`src/rtl/shift_cmd_seq.sv`:
```
// -----------------------------------------------------------------------------
// shift_cmd_seq
//   Command sequencer for a WIDTH-bit bidirectional shift register. It accepts
//   one command per valid/ready handshake, then drives one load cycle followed
//   by cmd_cnt single-bit shift cycles. It keeps a shadow copy of the register
//   contents and pulses done when a command completes normally.
//
// Ports
//   clk        rising-edge clock, shared with the shift register
//   rst        synchronous active-high reset
//   cmd_valid  command present
//   cmd_ready  sequencer can accept a command (IDLE and not in reset)
//   cmd_data   value to load
//   cmd_dir    0 = shift left, 1 = shift right
//   cmd_cnt    number of single-bit shifts after the load
//   abort      terminate the in-flight command (honoured in LOAD and SHIFT)
//   en         load strobe to the shift register
//   left       left-shift strobe
//   right      right-shift strobe
//   load       load data (last captured command value)
//   busy       command in flight (LOAD, SHIFT, DONE)
//   done       one-cycle completion pulse
//   shadow_q   model of the shift register contents
// -----------------------------------------------------------------------------
module shift_cmd_seq #(
    parameter int WIDTH = 4,
    parameter int CNT_W = 3
) (
    input  logic             clk,
    input  logic             rst,
    input  logic             cmd_valid,
    output logic             cmd_ready,
    input  logic [WIDTH-1:0] cmd_data,
    input  logic             cmd_dir,
    input  logic [CNT_W-1:0] cmd_cnt,
    input  logic             abort,
    output logic             en,
    output logic             left,
    output logic             right,
    output logic [WIDTH-1:0] load,
    output logic             busy,
    output logic             done,
    output logic [WIDTH-1:0] shadow_q
);

    typedef enum logic [1:0] {
        ST_IDLE  = 2'd0,
        ST_LOAD  = 2'd1,
        ST_SHIFT = 2'd2,
        ST_DONE  = 2'd3
    } state_t;

    localparam logic [CNT_W-1:0] CNT_ZERO = {CNT_W{1'b0}};
    localparam logic [CNT_W-1:0] CNT_ONE  = {{(CNT_W-1){1'b0}}, 1'b1};

    state_t           state_r;
    state_t           state_s;
    logic [WIDTH-1:0] data_r;
    logic [WIDTH-1:0] shadow_r;
    logic             dir_r;
    logic [CNT_W-1:0] rem_r;
    logic             accept_s;

    // Strobes are registered from the next state so each output is a clean
    // flop that matches a Moore decode of the registered state.
    logic             en_s;
    logic             left_s;
    logic             right_s;
    logic             busy_s;
    logic             done_s;
    logic             en_r;
    logic             left_r;
    logic             right_r;
    logic             busy_r;
    logic             done_r;

    assign cmd_ready = (state_r == ST_IDLE) & ~rst;
    assign accept_s  = cmd_valid & cmd_ready;

    // Next-state decode; abort wins over the normal SHIFT->DONE exit.
    always_comb begin
        state_s = state_r;
        case (state_r)
            ST_IDLE: begin
                if (accept_s) state_s = ST_LOAD;
                else          state_s = ST_IDLE;
            end
            ST_LOAD: begin
                if (abort)                  state_s = ST_IDLE;
                else if (rem_r == CNT_ZERO) state_s = ST_DONE;
                else                        state_s = ST_SHIFT;
            end
            ST_SHIFT: begin
                if (abort)                 state_s = ST_IDLE;
                else if (rem_r == CNT_ONE) state_s = ST_DONE;
                else                       state_s = ST_SHIFT;
            end
            ST_DONE: state_s = ST_IDLE;
            default: state_s = ST_IDLE;
        endcase
    end

    // Output decode of the state about to be entered (zero while in reset).
    always_comb begin
        en_s    = 1'b0;
        left_s  = 1'b0;
        right_s = 1'b0;
        busy_s  = 1'b0;
        done_s  = 1'b0;
        if (rst) begin
            en_s    = 1'b0;
        end else begin
            case (state_s)
                ST_IDLE: begin
                    busy_s = 1'b0;
                end
                ST_LOAD: begin
                    en_s   = 1'b1;
                    busy_s = 1'b1;
                end
                ST_SHIFT: begin
                    left_s  = ~dir_r;
                    right_s = dir_r;
                    busy_s  = 1'b1;
                end
                ST_DONE: begin
                    done_s = 1'b1;
                    busy_s = 1'b1;
                end
                default: begin
                    busy_s = 1'b0;
                end
            endcase
        end
    end

    // State and strobe registers.
    always_ff @(posedge clk) begin
        if (rst) begin
            state_r <= ST_IDLE;
            en_r    <= 1'b0;
            left_r  <= 1'b0;
            right_r <= 1'b0;
            busy_r  <= 1'b0;
            done_r  <= 1'b0;
        end else begin
            state_r <= state_s;
            en_r    <= en_s;
            left_r  <= left_s;
            right_r <= right_s;
            busy_r  <= busy_s;
            done_r  <= done_s;
        end
    end

    // Command capture, remaining-shift counter and shadow of the register.
    // rem_r holds the captured count from accept onward, so LOAD can branch
    // on it directly; each SHIFT edge consumes one.
    always_ff @(posedge clk) begin
        if (rst) begin
            data_r   <= {WIDTH{1'b0}};
            dir_r    <= 1'b0;
            rem_r    <= CNT_ZERO;
            shadow_r <= {WIDTH{1'b0}};
        end else begin
            case (state_r)
                ST_IDLE: begin
                    if (accept_s) begin
                        data_r <= cmd_data;
                        dir_r  <= cmd_dir;
                        rem_r  <= cmd_cnt;
                    end else begin
                        data_r <= data_r;
                    end
                end
                ST_LOAD: begin
                    shadow_r <= data_r;
                end
                ST_SHIFT: begin
                    if (dir_r) shadow_r <= {1'b0, shadow_r[WIDTH-1:1]};
                    else       shadow_r <= {shadow_r[WIDTH-2:0], 1'b0};
                    rem_r <= rem_r - CNT_ONE;
                end
                default: begin
                    shadow_r <= shadow_r;
                end
            endcase
        end
    end

    assign en       = en_r;
    assign left     = left_r;
    assign right    = right_r;
    assign busy     = busy_r;
    assign done     = done_r;
    assign load     = data_r;
    assign shadow_q = shadow_r;

endmodule

```
`config.mk`:
```
export PLATFORM = sky130hd
export DESIGN_NAME = shift_cmd_seq
export DESIGN_NICKNAME = d
export VERILOG_FILES = /design/src/rtl/shift_cmd_seq.sv
export SDC_FILE = /design/constraint.sdc
export NUM_CORES = 1
export LEC_CHECK = 0
export ABC_AREA = 1
export CORE_MARGIN = 5
export CORE_UTILIZATION = 40
export DETAILED_ROUTE_END_ITERATION = 8
export DONT_BUFFER_PORTS = 1
export PLACE_DENSITY = 0.57
export SETUP_SLACK_MARGIN = 0.3
export SYNTH_ARGS = -nofsm -noshare
export SYNTH_HDL_FRONTEND = slang
export SYNTH_SLANG_ARGS = --single-unit
```
`constraint.sdc`:
```
create_clock -name clk -period 1.3 [get_ports clk]
set_clock_uncertainty 0.2 [all_clocks]
set_input_delay 0.13 -clock clk [delete_from_list [all_inputs] [get_ports clk]]
set_output_delay 0.13 -clock clk [all_outputs]
set_load 0.03 [all_outputs]
```
==> qor.txt, run 1 <==
Status = finished, violations left
Failing checks = negative hold slack, negative setup slack
Placeable Area = 2210 µm²
RR Startpoint = state_r[0]
Seq cells post-synth = 19
Die H = 57.9 µm
Most frequent cells in the layout = 21 x nand2_1, 15 x nand3_1, 14 x buf_4
Ratio of cells with drive above 1 in the final layout = 45.4%
Placed inst area = 1070 µm²
Combinational power share = 40.7%
Clock Path Buffers = 2
Top cells by area, synth = dfxtp_1 41%, nand2_1 10%, ha_1 9.5%, nand3_1 9.3%, inv_1 6.5%
Die area = 3350 µm²
Crit path kind = register to primary output
Mapped Cells = 124
Leakage Power = 0.000690 µW
Finished Layout Cells = 191
Antenna-violating nets left = 0
Vias per std cell = 4.87
Power share of the clock group = 16.9%
Post-synth top area share = 41.4%
Finish-stage setup viols = 19
First drt pass iteration count = 4
Hold path depth = 3
Number of global-route vias before repair = 927
Fin crit period = 1470 ps
Final WS setup = -171 ps
Switch Pwr = 623 µW
CP top delay family = flip-flops
Share of power burned in registers = 42.4%
Net Sw Frac = 35.4%
H-tree depth = 1
Internal power = 1140 µW
Worst Tran Pin Value = 280 ps
Post-Place Cells = 162
CTS Root Cell = clkbuf_4
Pwr Density = 1200 nW/µm²
Distinct cells, synth = 15
Worst Path Required = 970 ps
Critical path's slowest cell = dfxtp_2
Fin area = 1470 µm²
Fin util = 66.5%
Max transition margin = 81.2%
Crit Path Max Fanout = 2
Worst vdd ir = 893 µV
Area delta synth->final = 60.1%
Net count, final = 183
Min-delay src = rst
Post-synth top area cell = dfxtp_1
Clock buffer count from CTS = 3
WL final = 2.31 mm
Initial antenna violation count = 0
R2R setup slack = -120 ps
Port-buffer cells = 0
RSZ-0062 raised after global routing = yes
Max Cap Viol = 0
Synth Cell Area = 918 µm²
Worst Hold Endpoint = state_r[0]
Cell Rows = 17
Commonest non-fill, non-tap cell in the layout = nand2_1
Ports = 26
Hpwl dp = 1.51 mm
Pin count of the biggest net entering global routing = 13
Tightest Hold Check Type = input port to register
Hold WS = -170 ps
Reg2reg path depth = 7
Initial core utilization = 41.5%
Fill count = 191
Synth Warn # = 0
Routability Congestion = 0.738
Initial drt markers = 11
Syn_area_per_cell = 7.41 µm²
Ant diodes = 0
First-pass GRT wire length = 3.97 mm
Crit share post-route = 113%
Worst path bufs/invs = 3
Worst Setup End Kind = primary output
Crit path largest cell delay = 350 ps
Drt drc = 0
Cells along the critical path = inv_4, ha_4, inv_2, nor2_4, buf_12
GRT Util Overall = 15.2%
Critical Path AT = 1140 ps
Fin. max-slew vios = 0
Clk pin slew, worst setup/hold paths = 100 ps
Syn Nets = 143
Clock sink total = 19
TritonCTS clock tree = built
CP startpoint kind = register
Setup tns final = -1500 ps
Vias = 931
R2r endpoint = shadow_q[1]
Seq/Total Area, Yosys = 41.4%
Final hold violations = 18
Overflow after GRT = 0
Wire per inst = 12.1 µm
Worst-skew pair later-pin latency = 290 ps
CTS Hold Bufs = 9
Die X = 57.9 µm
Max Fclk = 680 MHz
## cell type report
class	instances	area, µm²	share of cell area, %
clock buffers	4	26.3	1.79
multi-input cells	84	532	36.2
flip-flops and latches	19	412	28.0
well taps	28	35.0	2.38
inverters	18	75.1	5.11
repair buffers	38	390	26.6
## worst register-to-register path: stages, from the launching register on
cell and delay (ps):
dfxtp_2 350, inv_4 70, buf_12 100, ha_4 180
inv_6 50, buf_6 130, a21oi_2 140, a31oi_1 90
## how the worst max path moves through the flow
stage	startpoint	to	slack [ps]	cells past startpoint
floorplan	state_r[0]	busy	10	9
global placement	state_r[1]	load[0]	-40	6
detailed placement	state_r[1]	load[1]	-50	6
CTS	state_r[0]	cmd_ready	-180	5
global route	state_r[0]	cmd_ready	-250	5
finish	state_r[0]	cmd_ready	-170	5
## kinds of logic (layout without fill, tap and decap cells)
family	after synthesis	in the layout	synth area share (%)
and+or+nand+nor	60	60	28.2
adders and majority gates	7	7	9.54
DFF	19	19	41.4
AOI/OAI and AO/OA	17	17	9.54
buffers and inverters	21	60	11.3
## synth_stat cells (all sizes together)
| master | count |
|---|---|
| dfxtp | 19 |
| nand3b | 1 |
| nor3 | 2 |
| buf | 3 |
| o21ai | 8 |
| inv | 18 |
| a21oi | 7 |
| nor2 | 14 |
| nand3 | 18 |
| ha | 7 |
| nand2 | 25 |
| a31oi | 2 |
## through the flow
| stage | setup slack (ps) | power (µW) |
|---|---|---|
| after CTS | -177 | 1750 |
| after detailed placement | -50.5 | 1240 |
| after global routing | -253 | 1860 |
| final | -171 | 1760 |
| after global placement | -37.4 | 1240 |
| after floorplan | 11.8 | 1090 |
## flip-flops by register name (all words and copies together) (netlist names)
| register | count |
|---|---|
| busy | 1 |
| en | 1 |
| state_r | 2 |
| load | 4 |
| right | 1 |
| shadow_q | 4 |
| rem_r | 3 |
| left | 1 |
| dir_r | 1 |
| done | 1 |
## power groups by stage
stage	clock (µW)	sequential, µW	combinational, µW
after floorplan	0	826	266
after global placement	0	756	483
after detailed placement	0	757	483
after CTS	308	747	698
after global routing	322	760	783
final	297	746	717
## metal layers
metal / routed length (µm) / global-route usage [%]
met5: 0 / 0
met3: 107 / 4.45
met1: 1010 / 17.6
met2: 1150 / 26.5
met4: 38 / 5.63
## what timing repair did
item                       in CTS  in global routing
pin swaps                       8                  0
setup endpoints to repair      33                 33
setup buffers                  15                  1
hold endpoints to repair       19                 15
resized for setup              48                  1
(Power assumes the default switching activity.)
==> inputs of run 2 (changes only) <==
Settings changed: HOLD_SLACK_MARGIN set to 0.1.
==> results of run 2 <==
Final layout, timing and power as in run 1 (identical DEF).
==> edit: new RTL, flow settings as in run 1 <==
Set the parameter `WIDTH` to 6 (it was 4).
--- a/src/rtl/shift_cmd_seq.sv
+++ b/src/rtl/shift_cmd_seq.sv
@@ -23,7 +23,7 @@
 //   shadow_q   model of the shift register contents
 // -----------------------------------------------------------------------------
 module shift_cmd_seq #(
-    parameter int WIDTH = 4,
+    parameter int WIDTH = 6,
     parameter int CNT_W = 3
 ) (
     input  logic             clk,
Ports: changed (resized cmd_data, load and shadow_q); port bits go from 26 to 32. The function was not compared with the original's and may differ.
==> edit against run 1 <==
  * The run still ends with hold timing, setup timing left
  * Combinational power down 44%
  * Worst setup slack worse by 0.10 ns
  * Cell count up 18%
  * Via count up 26%
  * Die area up 14%
  * Area after synthesis up 17%
  * Total power down 14%
  * Sequential share of layout area down 0.86 points
  * Sequential cell count up 4
  * Cell area up 25%
  * Wire length up 48%
  * Highest routed layer unchanged
==> edit: results (changes against run 1) <==
finalHoldViolations: 16  # -2
whs_ns: -0.345  # -0.175 ns
io_buffers: 0  # unchanged
firstDrtPassIters: 4  # unchanged
p_leak_nw: 0.810  # +17%
drive_gt1_share_pct: 55.4  # +10 points
violations: "hold timing, setup timing"
path_clk_slew_ns: 0.14  # +0.04 ns
antenna_found_initial: 0  # unchanged
r2r_slack_ns: -0.21  # -0.09 ns
grt_max_degree: 18  # +5
tns_ns: -3.93  # -2.42 ns
wl_per_cell_microns: 15.2  # +26%
yosysWarnings: 0  # unchanged
grt_pass1_vias: 1147  # +24%
clock_latency_ns: 0.32  # +0.03 ns
finalNetCount: 217  # +19%
gp_congestion: 0.759  # +2.8%
slowest_stage: "dfxtp_2"
holdBufCountCts: 11  # +2
arrival_ns: 1.24  # +0.10 ns
n_fill_cell: 182  # -4.7%
use_met3_pct: 3.93  # -0.53 points
cts_buffers: 3  # unchanged
hpwl_microns: 1990  # +32%
synthTopCellsByCount: "nand3_1, nand2_1, dfxtp_1"
outcome: "finished, violations left"
cts_root_buf: "clkbuf_4"
ctsLongestPathBuffers: 2  # unchanged
grt_use_total_pct: 18.8  # +3.6 points
post-place-ws_ns: -0.154  # -0.103 ns
path_delay_family: "flip-flops"
synth_async_sr_flop_share_pct: 0  # unchanged
post_drt_via_cell_ratio: 5.22  # +7.0%
setup-violations-final: 23  # +4
worst-path-max-fanout: 2  # unchanged
worst_pin_slew_ns: 0.407  # +0.127 ns
htreeDepth: 1  # unchanged
hp-class: "input port to register"
synthDistinctLibCells: 19  # +4
grtUsageMet2_pct: 32.0  # +5.5 points
cpPeakStageDelay_ns: 0.35  # about the same
ys_seq_area_share_pct: 42.7  # +1.3 points
grt_pass1_wl_microns: 5180  # +30%
setup_slack_ns: -0.274  # -0.102 ns
vdd_drop_max_mv: 0.626  # -30%
n_antenna_cell: 0  # unchanged
drtIter0Drc: 50  # +39
synthTopCellsByArea: "dfxtp_1, nand3_1, nand2_1"
syn-num-nets: 159  # +11%
met1_usage_pct: 22.3  # +4.8 points
[edit: area by class of cell]
cell class                 instances  area [sq um]  area share [%]
timing repair buffer              58           556            30.3
inverter                          14          62.6            3.42
sequential                        23           497            27.1
clock inverter                     1          5.00           0.273
multi-input combinational         96           651            35.5
clock buffer                       3          22.5            1.23
tap                               30          37.5            2.05
[edit: what timing repair did]
action,4_1_cts,5_1_grt
endpoints found under the setup margin,41,41
endpoints found under the hold margin,23,16
pin swaps,10,12
gates resized for setup,61,19
cloned,1,0
buffers inserted,17,5
[edit: through the flow]
| stage | total power, W | std cells | util, % | instance area (sq um) | hold WS [ns] |
|---|---|---|---|---|---|
| detailed placement | 0.00105 | 187 | 51.3 | 1290 | 0.0106 |
| CTS | 0.00149 | 220 | 69.1 | 1740 | -0.338 |
| floorplan | 0.000955 | 138 | - | 1100 | 0.00238 |
| global route | 0.00159 | 225 | 72.6 | 1830 | -0.363 |
| finish | 0.00152 | 225 | 72.6 | 1830 | -0.345 |
| global placement | 0.00105 | 187 | 51.3 | 1290 | 0.0129 |
[edit: final timing paths]
path | startpoint | endpoint | depth (start not counted)
max | state_r[0] | cmd_ready | 6
min | rst | done | 1
min reg2reg | dir_r | left | 1
max reg2reg | state_r[0] | load[1] | 8
[edit: cell families after synthesis]
group	synth area share (%)
AO/OA/AOI/OAI	11.8
adder cells (fa/ha/maj)	8.12
buffers and inverters	9.28
flip-flops	42.7
AND/OR/NAND/NOR	28.1
[edit: per-layer routing]
metal,share of wire [%],vias up
met5,0,-
met4,1.7,0
met3,6.5,6
met2,50,52
met1,41,546
li1,-,570
[edit: power breakdown]
part / switching, W / total, W / internal, W / leakage (nW)
combinational: 0.000203 / 0.000400 / 0.000197 / 0.594
sequential: 0.0000329 / 0.000773 / 0.000740 / 0.198
clock: 0.000230 / 0.000345 / 0.000115 / 0.0177
